==> config.mk <==
export PLATFORM = sky130hd
export DESIGN_NAME = cgra_tile_dma
export DESIGN_NICKNAME = d
export VERILOG_FILES = /design/src/rtl/cgra_tile_dma.sv
export SDC_FILE = /design/constraint.sdc
export NUM_CORES = 1
export LEC_CHECK = 0
export ABC_AREA = 1
export BUFFER_PORTS_ARGS = -buffer_cell sky130_fd_sc_hd__buf_2
export CORE_MARGIN = 1
export CORE_UTILIZATION = 30
export DETAILED_ROUTE_END_ITERATION = 7
export HOLD_SLACK_MARGIN = 0.05
export PLACE_DENSITY = 0.61
export SLEW_MARGIN = 30
export SYNTH_ARGS = -nofsm -noshare
export SYNTH_HDL_FRONTEND = slang
export SYNTH_SLANG_ARGS = --single-unit
==> constraint.sdc <==
create_clock -name clk -period 5.62 [get_ports clk]
set_clock_uncertainty 0.1 [all_clocks]
set_input_delay 1.124 -clock clk [delete_from_list [all_inputs] [get_ports clk]]
set_output_delay 1.124 -clock clk [all_outputs]
set_load 0.01 [all_outputs]
==> src/rtl/cgra_tile_dma.sv <==
// Block DMA between byte-addressed system memory and one bank of the CGRA tile memory.
// Only one external request is in flight; every output decodes from state/datapath registers.
module cgra_tile_dma #(
   parameter int unsigned DATA_WIDTH = 32,
   parameter int unsigned ADDR_WIDTH = 12,
   parameter int unsigned BANK_DEPTH = 1024,
   parameter int unsigned SYS_AW     = 32,
   parameter int unsigned LEN_WIDTH  = 12
) (
   input  logic                  clk,
   input  logic                  rst_n,
   // command
   input  logic                  cmd_valid,
   output logic                  cmd_ready,
   input  logic                  cmd_dir,
   input  logic [SYS_AW-1:0]     cmd_sys_addr,
   input  logic [ADDR_WIDTH-1:0] cmd_tile_addr,
   input  logic [1:0]            cmd_bank,
   input  logic [LEN_WIDTH-1:0]  cmd_len,
   output logic                  busy,
   output logic                  done,
   output logic                  error,
   // system memory
   output logic                  mem_req_valid,
   input  logic                  mem_req_ready,
   output logic                  mem_req_write,
   output logic [SYS_AW-1:0]     mem_req_addr,
   output logic [DATA_WIDTH-1:0] mem_req_wdata,
   input  logic                  mem_rsp_valid,
   input  logic [DATA_WIDTH-1:0] mem_rsp_rdata,
   // tile memory external port
   output logic [ADDR_WIDTH-1:0] ext_addr,
   output logic [1:0]            ext_bank_sel,
   output logic                  ext_read,
   output logic                  ext_write,
   output logic [DATA_WIDTH-1:0] ext_wdata,
   input  logic [DATA_WIDTH-1:0] ext_rdata,
   input  logic                  ext_valid
);

   // One extra bit so tile_addr + len cannot wrap before the bank-depth compare.
   localparam int unsigned SumW = ((ADDR_WIDTH > LEN_WIDTH) ? ADDR_WIDTH : LEN_WIDTH) + 1;

   typedef enum logic [2:0] {
      StIdle,
      StLdReq,
      StLdWait,
      StLdWr,
      StStRd,
      StStCap,
      StStReq,
      StDone
   } state_e;

   state_e                state_q, state_d;
   logic [SYS_AW-1:0]     sys_addr_q, sys_addr_d;
   logic [ADDR_WIDTH-1:0] tile_addr_q, tile_addr_d;
   logic [1:0]            bank_q, bank_d;
   logic [LEN_WIDTH-1:0]  rem_q, rem_d;
   logic [DATA_WIDTH-1:0] data_q, data_d;
   logic                  err_q, err_d;

   logic [SumW-1:0]       range_end;
   logic                  range_over;
   logic                  last_word;
   logic                  advance;

   assign range_end  = SumW'(cmd_tile_addr) + SumW'(cmd_len);
   assign range_over = range_end > SumW'(BANK_DEPTH);
   assign last_word  = (rem_q == LEN_WIDTH'(1));

   always_comb begin
      state_d     = state_q;
      sys_addr_d  = sys_addr_q;
      tile_addr_d = tile_addr_q;
      bank_d      = bank_q;
      rem_d       = rem_q;
      data_d      = data_q;
      err_d       = err_q;
      advance     = 1'b0;

      unique case (state_q)
         StIdle: begin
            if (cmd_valid) begin
               sys_addr_d  = cmd_sys_addr;
               tile_addr_d = cmd_tile_addr;
               bank_d      = cmd_bank;
               rem_d       = cmd_len;
               err_d       = 1'b0;
               if (cmd_len == '0) begin
                  state_d = StDone;
               end else if (range_over) begin
                  err_d   = 1'b1;
                  state_d = StDone;
               end else begin
                  state_d = cmd_dir ? StStRd : StLdReq;
               end
            end
         end
         StLdReq: begin
            if (mem_req_ready) state_d = StLdWait;
         end
         StLdWait: begin
            if (mem_rsp_valid) begin
               data_d  = mem_rsp_rdata;
               state_d = StLdWr;
            end
         end
         StLdWr: begin
            advance = 1'b1;
            state_d = last_word ? StDone : StLdReq;
         end
         StStRd: begin
            state_d = StStCap;
         end
         StStCap: begin
            if (ext_valid) begin
               data_d  = ext_rdata;
               state_d = StStReq;
            end
         end
         StStReq: begin
            if (mem_req_ready) begin
               advance = 1'b1;
               state_d = last_word ? StDone : StStRd;
            end
         end
         StDone: begin
            state_d = StIdle;
         end
         default: begin
            state_d = StIdle;
         end
      endcase

      if (advance) begin
         sys_addr_d  = sys_addr_q + SYS_AW'(4);
         tile_addr_d = tile_addr_q + ADDR_WIDTH'(1);
         rem_d       = rem_q - LEN_WIDTH'(1);
      end
   end

   always_ff @(posedge clk) begin
      if (!rst_n) begin
         state_q     <= StIdle;
         sys_addr_q  <= '0;
         tile_addr_q <= '0;
         bank_q      <= '0;
         rem_q       <= '0;
         data_q      <= '0;
         err_q       <= 1'b0;
      end else begin
         state_q     <= state_d;
         sys_addr_q  <= sys_addr_d;
         tile_addr_q <= tile_addr_d;
         bank_q      <= bank_d;
         rem_q       <= rem_d;
         data_q      <= data_d;
         err_q       <= err_d;
      end
   end

   // Request fields come straight from registers, so they hold while the handshake stalls.
   assign cmd_ready     = (state_q == StIdle);
   assign busy          = (state_q != StIdle);
   assign done          = (state_q == StDone);
   assign error         = (state_q == StDone) && err_q;
   assign mem_req_valid = (state_q == StLdReq) || (state_q == StStReq);
   assign mem_req_write = (state_q == StStReq);
   assign mem_req_addr  = sys_addr_q;
   assign mem_req_wdata = data_q;
   assign ext_read      = (state_q == StStRd);
   assign ext_write     = (state_q == StLdWr);
   assign ext_addr      = tile_addr_q;
   assign ext_bank_sel  = bank_q;
   assign ext_wdata     = data_q;

endmodule

==> results of run 1 <==
[per-stage QoR]
stage                     hold slack (ps)  utilization
final                               358.5       0.3818
after global routing                384.7       0.3818
after detailed placement            353.3       0.3675
after global placement              344.2       0.3675
after CTS                           364.0       0.3818
after floorplan                     339.7            -
[layout make-up]
| cell class | instances | area, um2 | share of cell area |
|---|---|---|---|
| multi-input combinational | 727 | 3603 | 0.4605 |
| sequential | 94 | 1882 | 0.2405 |
| timing repair buffer | 250 | 1261 | 0.1612 |
| inverter | 119 | 446.7 | 0.05708 |
| tap | 270 | 337.8 | 0.04317 |
| clock buffer | 13 | 250.2 | 0.03198 |
| clock inverter | 3 | 43.79 | 0.005596 |
[sequential cells by signal, indices dropped and copies added, names as in the netlist]
signal and flops:
ext_wdata 32, mem_req_addr 32, ext_addr 12, rem_q 12, state_q 3, ext_bank_sel 2
err_q 1
[cells by family after synthesis]
kind of cell	after synthesis	synth area share
xor+xnor	23	0.03166
fa+ha+maj	17	0.03461
flops	94	0.2958
buf+inv	191	0.1379
mux	1	0.001770
simple gates	483	0.3182
compound gates	203	0.1801
[worst max-delay path: stages]
cell and delay (ps):
buf_2 130, ha_1 220, fa_1 420, or2_2 280
nor2_1 110, nand3_1 80, nor2_1 100, nand2_1 60
nor2_1 120, nand2_1 70, nand2_1 80, nand3_1 80
nand2_1 110, a21oi_1 70
[placed cells by master, fill, tap and decap left out, drive strengths merged, types with 9 or more instances in the layout]
cell type	count
nand4	9
xor2	17
o21ai	66
inv	119
nand3	45
buf	250
ha	16
a21oi	87
a22oi	11
a31oi	12
nor2	89
nand2	303
clkbuf	13
nor3	23
dfxtp	94
[routing by layer]
metal	vias up	wire length, um	global-route usage
li1	3625	-	-
met1	3228	9475	0.2502
met2	203	10270	0.3224
met3	27	1032	0.02099
met4	0	427	0.06959
met5	-	0	0
[worst min-delay path by stage]
stage / end / slack (ps)
6_report: ext_wdata[2] / 360
5_1_grt: rem_q[10] / 380
4_1_cts: ext_wdata[16] / 360
3_5_place_dp: ext_wdata[16] / 350
3_3_place_gp: ext_wdata[15] / 340
2_1_floorplan: err_q / 340
[power groups by stage]
| stage | Clock [mW] | Combinational [mW] | Sequential (mW) |
|---|---|---|---|
| floorplan | 0 | 1.17 | 1.18 |
| global placement | 0 | 1.66 | 1.14 |
| detailed placement | 0 | 1.67 | 1.15 |
| CTS | 0.647 | 1.68 | 1.13 |
| global route | 0.673 | 1.88 | 1.17 |
| finish | 0.627 | 1.67 | 1.14 |
==> summary.txt, run 1 <==
Share of the synthesized area in the top cell type: 0.2958
Crit. End Element: flop
Final WS setup: 2691 ps
Top post-synthesis cells by area: dfxtp_1 (30%), nand2_1 (18%), a21oi_1 (6.8%)
Clock Sinks: 94
Hold Startpoint: ext_wdata[2]
Post-CTS Setup Bufs: 0
Sw frac: 0.4550
Vias: 7083
Clock transition at path regs: 70 ps
CTS Buffer Depth: 2
Number of synthesized flops with an enable pin: 0
Area Overhead vs Synth: 22.99%
Min-Delay Path Class: reg2reg
Initial core utilization: 0.3104
WHS Path Cells: 2
Maximum VDD drop: 0.0001733 V
Max cap viols: 0
CTS tree: done
Final Cell Area: 7825 um2
Die Ht: 147.6 um
Worst-margin pin slew: 933.7 ps
Unique masters post-synth: 43
Reg2reg path depth: 9
Crit path time final: 2929 ps
Inserted Clock Buffers: 9
Pint: 1.871 mW
Top-count cell post-synth: nand2_1
Post-Syn Nets: 1158
Clock share of power: 0.183
Crit path DAT: 3050 ps
Largest net degree at the start of global routing: 65
Die X: 147.6 um
H-tree depth: 3
Outcome: completed
Total power: 3.433 mW
Synthesized cell area: 6362 um2
Hold Violations, Final: 0
PostCTS Resize Cnt: 0
First-pass GRT wire length: 32860 um
Slew margin rel.: 0.3776
Worst Path Required: 5750 ps
DRC viols: 0
Pwr dens: 438.7 nW/um2
CP Launch Type: input pin
Initial DRC Count: 470
Layout cell share with drive strength beyond 1: 0.2380
Count of final setup violators: 0
Flip-flop and latch count after synthesis: 94
Vias in the first global route: 6284
DP Wirelength: 15710 um
Placed insts: 1460
Fin cells: 1476
FFs w/ async S/R, synth: 0
Routed len/inst: 14.36 um
Setup crit start: cmd_len[0]
Via density: 4.799
Dpl cell area: 7531 um2
Max Freq: 341.5 MHz
Critical path class: in2reg
GRT overflow: 0
YS warnings: 0
Hold_buf cts: 0
Post-Syn Area per Cell: 6.287 um2
Synth cell count leaders: nand2_1 (300), inv_1 (111), dfxtp_1 (94)
Worst-skew pair later-pin latency: 350 ps
PortBufs: 246
Crit path to: state_q[2]
Initial antenna violation count: 0
Fillers: 2266
Sequential fraction of the synthesis area: 0.2958
FF-to-FF End: ext_wdata[16]
All-Layer GR Usage: 0.1909
Setup TNS: 0 ps
DRT Pass-1 Iters: 5
# rows: 52
R2R Setup Slk: 2710 ps
Crit Path Max Fanout: 3
LEAKAGE: 3.869 nW
Post-synth top flop: dfxtp_1
Switching power total: 1.562 mW
Final nets: 1347
FF-to-FF Start: state_q[2]
IO Pins: 247
Root buf cell: clkbuf_16
ANT cells: 0
Global placement routability congestion: 0.9094
Max-slew violations: 0
Synth area leader: dfxtp_1
Mapped Cells: 1012
Final worst-path cycle share: 0.5211
Die area: 21790 um2
Total Routed Length: 21200 um
ANT nets after route: 0
Worst slack at placement: 2328 ps
Logic gate share of total power: 0.486
Core Region: 20490 um2
RSZ-0062 raised after global routing: no
Reg power frac: 0.332
Power figures use the tool's default switching activity.
==> run 2: changes to the inputs <==
- PLACE_DENSITY: 0.61 -> 0.63
- clock period: 5.62 -> 2.6 ns (I/O delays scaled with it)
==> run 2 against run 1 <==
Compared with the run above:
- via count rose by 0.56%
- largest power group unchanged
- flip-flop and latch count did not move
- first-iteration DRC count fell by 27%
- die area is the same
- design area grew 0.93%
- sequential power increased by 120%
- register-to-register slack got worse by 2400 ps
- total power rose by 120%
- critical endpoint is now mem_req_addr[28]
- largest cell class unchanged
- count of clock-buffer cells in the layout decreased by 2
- non-clock buffer count is 11 higher
==> summary.txt, run 2 (synthesis results as in run 1) <==
Count of final setup violators: 0
Global placement routability congestion: 0.8918
Worst slack at placement: -64.10 ps
Critical-path cell list: nor2_1 > inv_2 > nor2_2 > inv_2 > nor2_4 > buf_4 > buf_4 > a21oi_1 > o21bai_1 > a21oi_1
ANT cells: 0
Via density: 4.787
CTS Buffer Depth: 2
PostCTS Resize Cnt: 0
Critical path buffers and inverters: 4
Total Routed Length: 21280 um
Final Cell Area: 7898 um2
Outcome: completed
Crit path DAT: 2480 ps
Layout cell share with drive strength beyond 1: 0.2471
Core Region: 20490 um2
Most frequent cells in the layout: nand2_1 (300), buf_2 (246), inv_1 (111), dfxtp_1 (94), a21oi_1 (87)
Top delay family on crit path: buffers and inverters
# rows: 52
CP Depth: 10
All-Layer GR Usage: 0.1885
RSZ-0062 raised after global routing: no
Crit Path Max Fanout: 38
Routed len/inst: 14.30 um
Die area: 21790 um2
Die Ht: 147.6 um
Crit path time final: 2306 ps
Hold Startpoint: cmd_bank[0]
R2R Setup Slk: 290 ps
Pwr dens: 941.4 nW/um2
DRC viols: 0
Max cap viols: 0
Setup TNS: 0 ps
Crit. End Element: flop
LEAKAGE: 3.917 nW
Critical path class: reg2reg
Vias: 7123
Max incr delay on CP: 430 ps
GRT overflow: 0
CP Launch Type: flop
Maximum VDD drop: 0.0003300 V
Worst-skew pair later-pin latency: 350 ps
Initial DRC Count: 341
ANT nets after route: 0
Worst-margin pin slew: 923.8 ps
PortBufs: 246
DP Wirelength: 16240 um
Inserted Clock Buffers: 9
Root buf cell: clkbuf_16
Area Overhead vs Synth: 24.13%
Max-slew violations: 0
Dpl cell area: 7614 um2
Vias in the first global route: 6390
Max Freq: 433.7 MHz
Die X: 147.6 um
First-pass GRT wire length: 32530 um
Reg2reg path depth: 10
WHS Path Cells: 3
Worst Path Required: 2780 ps
Clock transition at path regs: 70 ps
DRT Pass-1 Iters: 5
FF-to-FF Start: state_q[0]
Most common cell after layout, fill and taps aside: nand2_1
Final WS setup: 294.2 ps
H-tree depth: 3
FF-to-FF End: mem_req_addr[28]
Total power: 7.435 mW
Clock Sinks: 94
Final Util: 0.3853
Hold Violations, Final: 0
CTS tree: done
IO Pins: 247
Post-CTS Setup Bufs: 0
Hold_buf cts: 0
Hold Crit Endpoint: ext_bank_sel[0]
Initial core utilization: 0.3104
Min-Delay Path Class: in2reg
Final nets: 1359
Largest net degree at the start of global routing: 65
Slew margin rel.: 0.3835
Initial antenna violation count: 0
Final worst-path cycle share: 0.8869
Slowest library cell on the worst path: buf_4
[run 2: how the worst max path moves through the flow]
stage,from,to
2_1_floorplan,cmd_tile_addr[0],state_q[2]
3_3_place_gp,cmd_tile_addr[0],state_q[2]
3_5_place_dp,cmd_tile_addr[0],state_q[1]
4_1_cts,state_q[0],ext_addr[8]
5_1_grt,cmd_tile_addr[0],state_q[2]
6_report,state_q[0],mem_req_addr[28]
[run 2: power breakdown]
| group | internal [mW] | total [mW] | switching [mW] | leakage, nW |
|---|---|---|---|---|
| logic | 1.37 | 3.70 | 2.34 | 3.01 |
| registers | 1.94 | 2.46 | 0.521 | 0.771 |
| clock network | 0.676 | 1.27 | 0.597 | 0.135 |
| total | 3.98 | 7.44 | 3.45 | 3.92 |
[run 2: worst min-delay path, cell delays in order]
cell and delay [ps]:
buf_2 80, nor2_1 40, nor2_1 90
[run 2: routing by layer]
metal	GRT usage	up-vias	wire length, um
met4	0.06598	0	449
met1	0.2391	3269	9487
met3	0.02809	29	970
met5	0	-	0
li1	-	3651	-
met2	0.3238	174	10370
[run 2: final cells by class]
type                       instances  area [um2]
clock buffer                      11       242.7
clock inverter                     5       35.03
fill                            2254       12600
inverter                         119       446.7
multi-input combinational        728        3610
sequential                        94        1882
tap                              270       337.8
timing repair buffer             261        1344
[run 2: stage by stage]
stage	hold WS, ps	std cells
after floorplan	339.7	1012
after global placement	343.7	1471
after detailed placement	349.5	1471
after CTS	297.8	1487
after global routing	312.9	1488
final	318.4	1488
